## config.mk

```make
export PLATFORM = sky130hd
export DESIGN_NAME = pwm_duty_meas
export DESIGN_NICKNAME = d
export VERILOG_FILES = /design/src/rtl/pwm_duty_meas.sv
export SDC_FILE = /design/constraint.sdc
export NUM_CORES = 1
export LEC_CHECK = 0
export ABC_AREA = 1
export CORE_MARGIN = 8
export CORE_UTILIZATION = 45
export DETAILED_ROUTE_END_ITERATION = 8
export DONT_BUFFER_PORTS = 1
export GPL_ROUTABILITY_DRIVEN = 0
export HOLD_SLACK_MARGIN = 0.08
export SLEW_MARGIN = 30
export SYNTH_ARGS = -nofsm -noshare
export SYNTH_HDL_FRONTEND = slang
export SYNTH_SLANG_ARGS = --single-unit
```

## constraint.sdc

```tcl
create_clock -name clk -period 1.7 [get_ports clk]
set_clock_uncertainty 0.05 [all_clocks]
set_input_delay 0.51 -clock clk [delete_from_list [all_inputs] [get_ports clk]]
set_output_delay 0.51 -clock clk [all_outputs]
set_load 0.03 [all_outputs]
```

## src/rtl/pwm_duty_meas.sv

```systemverilog
// pwm_duty_meas: decodes a 12-bit-period PWM line into duty, signed speed and a stuck flag.
// Optional 3-tap majority glitch filter after the synchronizer: define PWM_MEAS_GLITCH_FILTER_EN.
module pwm_duty_meas #(
   parameter bit INVERT  = 1'b0,
   parameter int TMO_CYC = 8192
) (
   input  logic        clk,
   input  logic        rst_n,
   input  logic        pwm_in,
   output logic [11:0] duty,
   output logic [11:0] spd,
   output logic        vld,
   output logic        stuck
);

   localparam logic [13:0] TMO_LAST = 14'(TMO_CYC - 1);
   localparam logic [11:0] MID      = 12'h800;

   typedef enum logic [1:0] {S_WAIT, S_HIGH, S_LOW} state_t;

   logic [1:0] sync_q;
   logic       pwm_sync;
   logic       pwm_s;
   logic       pwm_d;
   logic       rise_q, fall_q;

   always_ff @(posedge clk or negedge rst_n) begin
      if (!rst_n) sync_q <= 2'b00;
      else        sync_q <= {sync_q[0], pwm_in};
   end
   assign pwm_sync = sync_q[1];

`ifdef PWM_MEAS_GLITCH_FILTER_EN
   logic [2:0] tap_q;
   logic       filt_q;

   // Registered majority of three taps: single-cycle pulses of either level vanish.
   always_ff @(posedge clk or negedge rst_n) begin
      if (!rst_n) begin
         tap_q  <= 3'b000;
         filt_q <= 1'b0;
      end else begin
         tap_q  <= {tap_q[1:0], pwm_sync};
         filt_q <= (tap_q[0] & tap_q[1]) | (tap_q[0] & tap_q[2]) | (tap_q[1] & tap_q[2]);
      end
   end
   assign pwm_s = filt_q;
`else
   assign pwm_s = pwm_sync;
`endif

   // Edge-detect stage; pwm_d is the level aligned with the registered edge pulses.
   always_ff @(posedge clk or negedge rst_n) begin
      if (!rst_n) begin
         pwm_d  <= 1'b0;
         rise_q <= 1'b0;
         fall_q <= 1'b0;
      end else begin
         pwm_d  <= pwm_s;
         rise_q <= pwm_s & ~pwm_d;
         fall_q <= ~pwm_s & pwm_d;
      end
   end

   state_t      st, st_n;
   logic [11:0] hcnt, hcnt_n;
   logic [11:0] hlat, hlat_n;
   logic [13:0] tcnt, tcnt_n;
   logic [11:0] duty_n, spd_n;
   logic        vld_n, stuck_n;
   logic        any_edge, tmo;

   always_ff @(posedge clk or negedge rst_n) begin
      if (!rst_n) begin
         st    <= S_WAIT;
         hcnt  <= 12'h000;
         hlat  <= 12'h000;
         tcnt  <= 14'h0000;
         duty  <= MID;
         spd   <= 12'h000;
         vld   <= 1'b0;
         stuck <= 1'b0;
      end else begin
         st    <= st_n;
         hcnt  <= hcnt_n;
         hlat  <= hlat_n;
         tcnt  <= tcnt_n;
         duty  <= duty_n;
         spd   <= spd_n;
         vld   <= vld_n;
         stuck <= stuck_n;
      end
   end

   always_comb begin
      st_n     = st;
      hcnt_n   = hcnt;
      hlat_n   = hlat;
      duty_n   = duty;
      stuck_n  = stuck;
      vld_n    = 1'b0;
      any_edge = rise_q | fall_q;
      tmo      = !any_edge && (tcnt == TMO_LAST);

      if (any_edge || tmo) tcnt_n = 14'h0000;
      else                 tcnt_n = tcnt + 14'd1;

      case (st)
         S_WAIT: begin
            if (rise_q) begin
               st_n   = S_HIGH;
               hcnt_n = 12'd1;
            end
         end
         S_HIGH: begin
            if (fall_q) begin
               st_n   = S_LOW;
               hlat_n = hcnt;
            end else if (pwm_d && hcnt != 12'hFFF) begin
               hcnt_n = hcnt + 12'd1;
            end
         end
         S_LOW: begin
            if (rise_q) begin
               st_n    = S_HIGH;
               hcnt_n  = 12'd1;
               duty_n  = hlat;
               stuck_n = 1'b0;
               vld_n   = 1'b1;
            end
         end
         default: st_n = S_WAIT;
      endcase

      // tmo already excludes an edge this cycle, so the edge always wins.
      if (tmo) begin
         st_n    = S_WAIT;
         duty_n  = pwm_d ? 12'hFFF : 12'h000;
         stuck_n = 1'b1;
         vld_n   = 1'b1;
      end

      spd_n = INVERT ? (MID - duty_n) : (duty_n - MID);
   end

endmodule
```

==> results.tsv, run 1 <==
metric	value	unit
status	finished, violations left	
failing checks	negative hold slack	
fin crit period	1597	ps
multi-input logic area	1170	um^2
vias in the first global route	2147	
Post-synth EDFFs	0	
layout cells sized above 1	17.17	%
first-pass GRT wire length	9832	um
commonest cells after routing, fill and taps aside	94 x nand2_1, 59 x dfrtp_1, 41 x nand3_1, 36 x nor2_1, 27 x inv_1	
clk slew on worst S/H paths	70	ps
clock root cell	clkbuf_8	
Final Util	51.51	%
Critical Path RT	1140	ps
Unique masters post-synth	27	
Routed WL	5716	um
# H-tree levels	3	
Sink Count	60	
setup TNS	0	ps
critical path data arrival time	1040	ps
fillers	581	
dpl hpwl	3971	um
Final setup violation count	0	
CTS tree	yes	
clock latency on the worst-skew pair	330	ps
Clock Tree Buf Depth	2	
WHS	-174.8	ps
most common cell after layout, fill and taps aside	nand2_1	
Total Power	3.679	mW
First-pass DRT Iterations	4	
DRC	0	
reg2reg start	tcnt[0]	
Worst Tran Pin Value	569.4	ps
Syn Nets	349	
area added between synthesis and finish	11.83	%
Top Metal Used	met4	
core region area	6314	um^2
min-delay worst type	in2async	
# nets final	361	
yosys warns	0	
worst-path fanout max	3	
number of max-cap violations	0	
met2 WL	2399	um
power per cell area	1131	nW/um^2
TritonCTS Buffers	9	
Chip Height	96.39	um
FF-to-FF path depth	8	
Synth top area share	50.77	%
Post-Syn Area	2908	um^2
post-synthesis sequential area ratio	51.68	%
DRT antenna net count	0	
PortBufs	0	
peak supply drop	0.9799	mV
ys async rst share	100.0	%
M1 WL	2880	um
GR Util All Layers	13.64	%
post-synthesis sequential element count	60	
starting density of the core	46.06	%
die area	9290	um^2
r2r endpoint	spd[6]	
via count	2193	
Leak	1.588	nW
vias per cell	5.007	
Crit Path Category	reg2out	
area leader, netlist	dfrtp_1	
Slew Limit Fails	0	
FF+latch area	1503	um^2
largest net degree at the start of global routing	61	
Worst Setup Start Kind	flop	
First DRT Iteration DRCs	146	
Setup Fix Bufs, Post-CTS	0	
Final Hold Viols	59	
Overflow after GRT	0	
Final Cycle Share	93.93	%
n_diodes	0	
Worst slew margin	62.04	%
WL met3	351	um
Ports	29	
reg-to-reg setup timing slack	130	ps
ys flop type	dfrtp_1	
top post-synthesis cells by area	dfrtp_1 51%, nand2_1 12%, nand3_1 7.1%, nor2_1 4.8%, inv_1 3.5%	
Die Wd	96.39	um
RSZ-0062 raised after global routing	false	
Worst setup EP type	output pin	
WL per Instance	13.05	um
fmax	626.3	MHz
initial antenna violation count	0	
Mapped Cells	344	
Rows	29	
Post-Syn Area per Cell	8.453	um^2
==> worst max path at each step <==
stage,startpoint,end,slack [ps],cells after the start
final,spd[8],spd[8],100,0
after global routing,tcnt[0],spd[4],20,8
after CTS,spd[8],spd[8],80,0
after detailed placement,st[0],hlat[11],110,6
after global placement,st[0],hlat[7],150,4
after floorplan,tcnt[0],spd[10],180,9
==> layout make-up <==
type                       instances  share of cell area (%)
sequential                        60                   46.21
multi-input combinational        235                   35.98
timing repair buffer              21                   4.848
clock buffer                      11                   4.348
inverter                          29                   3.347
tap                               77                   2.963
clock inverter                     5                   2.309
==> metrics by stage <==
step / area [um^2] / hold WS (ps) / cells / worst slack (ps)
after floorplan: 2908 / 164.4 / 344 / 177.1
after global placement: 3025 / 168.0 / 422 / 150.6
after detailed placement: 3025 / 168.0 / 422 / 105.4
after CTS: 3242 / -198.8 / 438 / 78.20
after global routing: 3252 / -202.1 / 438 / 19.55
final: 3252 / -174.8 / 438 / 103.2
==> Yosys cell counts (2+ instances only) <==
cell       n
nand4_1    7
mux2_2     5
o21ai_0   11
nand2_4    3
ha_1       2
buf_4     11
a21oi_1   10
nor2_4     3
inv_1     27
dfrtp_1   59
buf_6      2
nand2_2    4
nor3_1     4
clkbuf_1   3
inv_2      2
nand3_1   41
nand2_1   95
nor2_1    37
buf_2      4
nor2_2     3
xor2_1     5
==> per-layer routing <==
metal	track usage (%)	up-vias
met2	20.43	53
met4	5.296	0
met1	18.25	1014
met5	0	-
li1	-	1117
met3	3.941	9
==> where the power goes <==
part	total, mW	internal (mW)	switching [mW]
Combinational	0.532	0.198	0.334
Sequential	1.74	1.54	0.196
Clock	1.41	0.858	0.550
Total	3.68	2.60	1.08
==> timing repair <==
action,CTS,global route
endpoints found under the hold margin,60,60
setup endpoints to repair,0,4
resized for setup,0,3
==> flip-flops by register name (all words and copies together) (netlist names) <==
name and cells:
sync_q 2, spd 12, vld 1, hlat 12, stuck 1, hcnt 12, duty 1, st 2
rise_q 1, tcnt 14, fall_q 1, pwm_d 1
==> cells by family (layout without fill, tap and decap cells) <==
logic type,Yosys count,count (layout),share of synthesized area (%)
xor+xnor,5,5,1.506
compound gates,23,23,4.604
buf+inv,49,66,8.434
flops,60,60,51.68
simple gates,200,200,30.98
mux,5,5,1.936
fa+ha+maj,2,2,0.8604
Power figures use the tool's default switching activity.
==> run 2: changes to the inputs <==
- CORE_ASPECT_RATIO: default -> 0.75
- HOLD_SLACK_MARGIN: 0.08 -> 0.02
==> run 2 against run 1 <==
  * The flow still finishes with violations (negative hold slack)
  * Total power down 2.5%
  * Core utilization is 0.95 points higher
  * Sequential cell count did not move
  * Clock power shrank 9.9%
  * Clock-buffer cell count down 2
  * Maximum frequency decreased by 2.0%
  * Critical path type unchanged
  * Critical endpoint is now duty[0]
  * Highest routed layer unchanged
==> results.tsv, run 2 (synthesis gave the netlist of run 1 again) <==
metric	value	unit	change
fmax	613.6	MHz	was 626.3 MHz
end of the critical path	duty[0]		was spd[8]
most common cell after layout, fill and taps aside	nand2_1		unchanged
# H-tree levels	3		unchanged
n_diodes	0		unchanged
layout cells sized above 1	19.07	%	was 17.17%
fin crit period	1630	ps	was 1597 ps
Setup WS post-layout	70.24	ps	was 103.2 ps
min-delay worst type	in2async		unchanged
commonest cells after routing, fill and taps aside	94 x nand2_1, 59 x dfrtp_1, 41 x nand3_1, 36 x nor2_1, 27 x inv_1		unchanged
Rows	25		was 29
GR Util All Layers	13.75	%	was 13.64%
die area	9317	um^2	was 9290 um^2
TritonCTS Buffers	9		unchanged
Routed WL	5726	um	was 5716 um
vias per cell	4.879		was 5.007
area post-placement	3053	um^2	was 3025 um^2
failing checks	negative hold slack		unchanged
clk slew on worst S/H paths	70	ps	about the same
Final setup violation count	0		unchanged
WL per Instance	12.78	um	was 13.05 um
Clock Tree Buf Depth	2		unchanged
starting density of the core	46.25	%	was 46.06%
core region area	6287	um^2	was 6314 um^2
number of max-cap violations	0		unchanged
reg2reg start	tcnt[0]		unchanged
RSZ-0062 raised after global routing	true		was false
DRC	0		unchanged
most flop-heavy register	tcnt		unchanged
status	finished, violations left		unchanged
reg-to-reg setup timing slack	90	ps	was 130 ps
clock root cell	clkbuf_8		unchanged
first-pass GRT wire length	10070	um	was 9832 um
Worst setup EP type	output pin		unchanged
Die Wd	108.8	um	was 96.39 um
Final Util	52.46	%	was 51.51%
area added between synthesis and finish	13.43	%	was 11.83%
vias in the first global route	2099		was 2147
Ports	29		unchanged
Crit Path Category	reg2out		unchanged
PortBufs	0		unchanged
Largest register FFs	14		unchanged
worst-path fanout max	3		unchanged
First DRT Iteration DRCs	149		was 146
Overflow after GRT	0		unchanged
Final Cycle Share	95.87	%	was 93.93%
r2r endpoint	st[1]		was spd[6]
Worst slew margin	59.73	%	was 62.04%
WHS	-181.5	ps	was -174.8 ps
Final Hold Viols	59		unchanged
Slew Limit Fails	0		unchanged
clock latency on the worst-skew pair	330	ps	about the same
Worst Tran Pin Value	604.0	ps	was 569.4 ps
Finished Cell Area	3298	um^2	was 3252 um^2
via count	2186		was 2193
stages on the worst setup path	0		unchanged
Chip Height	85.62	um	was 96.39 um
Worst Setup Start Kind	flop		unchanged
initial antenna violation count	0		unchanged
Sink Count	60		unchanged
First-pass DRT Iterations	4		unchanged
Leak	1.613	nW	was 1.588 nW
dpl hpwl	4083	um	was 3971 um
setup TNS	0	ps	unchanged
pre-CTS WS	73.65	ps	was 105.4 ps
FF-to-FF path depth	8		unchanged
DRT antenna net count	0		unchanged
# nets final	367		was 361
largest net degree at the start of global routing	61		unchanged
peak supply drop	0.5882	mV	was 0.9799 mV
crit path launch	spd[0]		was spd[8]
power per cell area	1087	nW/um^2	was 1131 nW/um^2
Critical Path RT	1140	ps	about the same
CTS tree	yes		unchanged
critical path data arrival time	1070	ps	was 1040 ps
-- run 2: per-stage QoR --
stage	instances	power, mW
floorplan	344	2.190
global placement	429	2.332
detailed placement	429	2.344
CTS	445	3.625
global route	448	3.783
finish	448	3.586
-- run 2: repair_timing --
item                                    CTS  global route
endpoints found under the setup margin    0            14
endpoints found under the hold margin    60            60
buffers inserted                          0             3
resized for setup                         0             6
-- run 2: cell type report --
class | count | area, um^2
Clock inverter | 7 | 75.07
Fill cell | 569 | 2989
Clock buffer | 9 | 123.9
Multi-Input combinational cell | 235 | 1180
Timing Repair Buffer | 27 | 206.4
Inverter | 29 | 108.9
Tap cell | 81 | 101.3
Sequential cell | 60 | 1503
-- run 2: how the worst min path moves through the flow --
stage                 to
3_3_place_gp   sync_q[0]
3_5_place_dp   sync_q[0]
6_report         hcnt[3]
2_1_floorplan     fall_q
4_1_cts          hlat[5]
5_1_grt            stuck
-- run 2: layer usage --
layer / vias up / GRT usage, % / wire, um
li1: 1132 / - / -
met1: 997 / 19.69 / 3007
met2: 53 / 18.75 / 2310
met3: 4 / 4.869 / 377
met4: 0 / 4.089 / 30
met5: - / 0 / 0
-- run 2: power by group --
part | switching (mW) | internal [mW] | leakage [nW]
sequential | 0.203 | 1.54 | 0.808
clock | 0.585 | 0.683 | 0.104
combinational | 0.340 | 0.233 | 0.701
total | 1.13 | 2.46 | 1.61
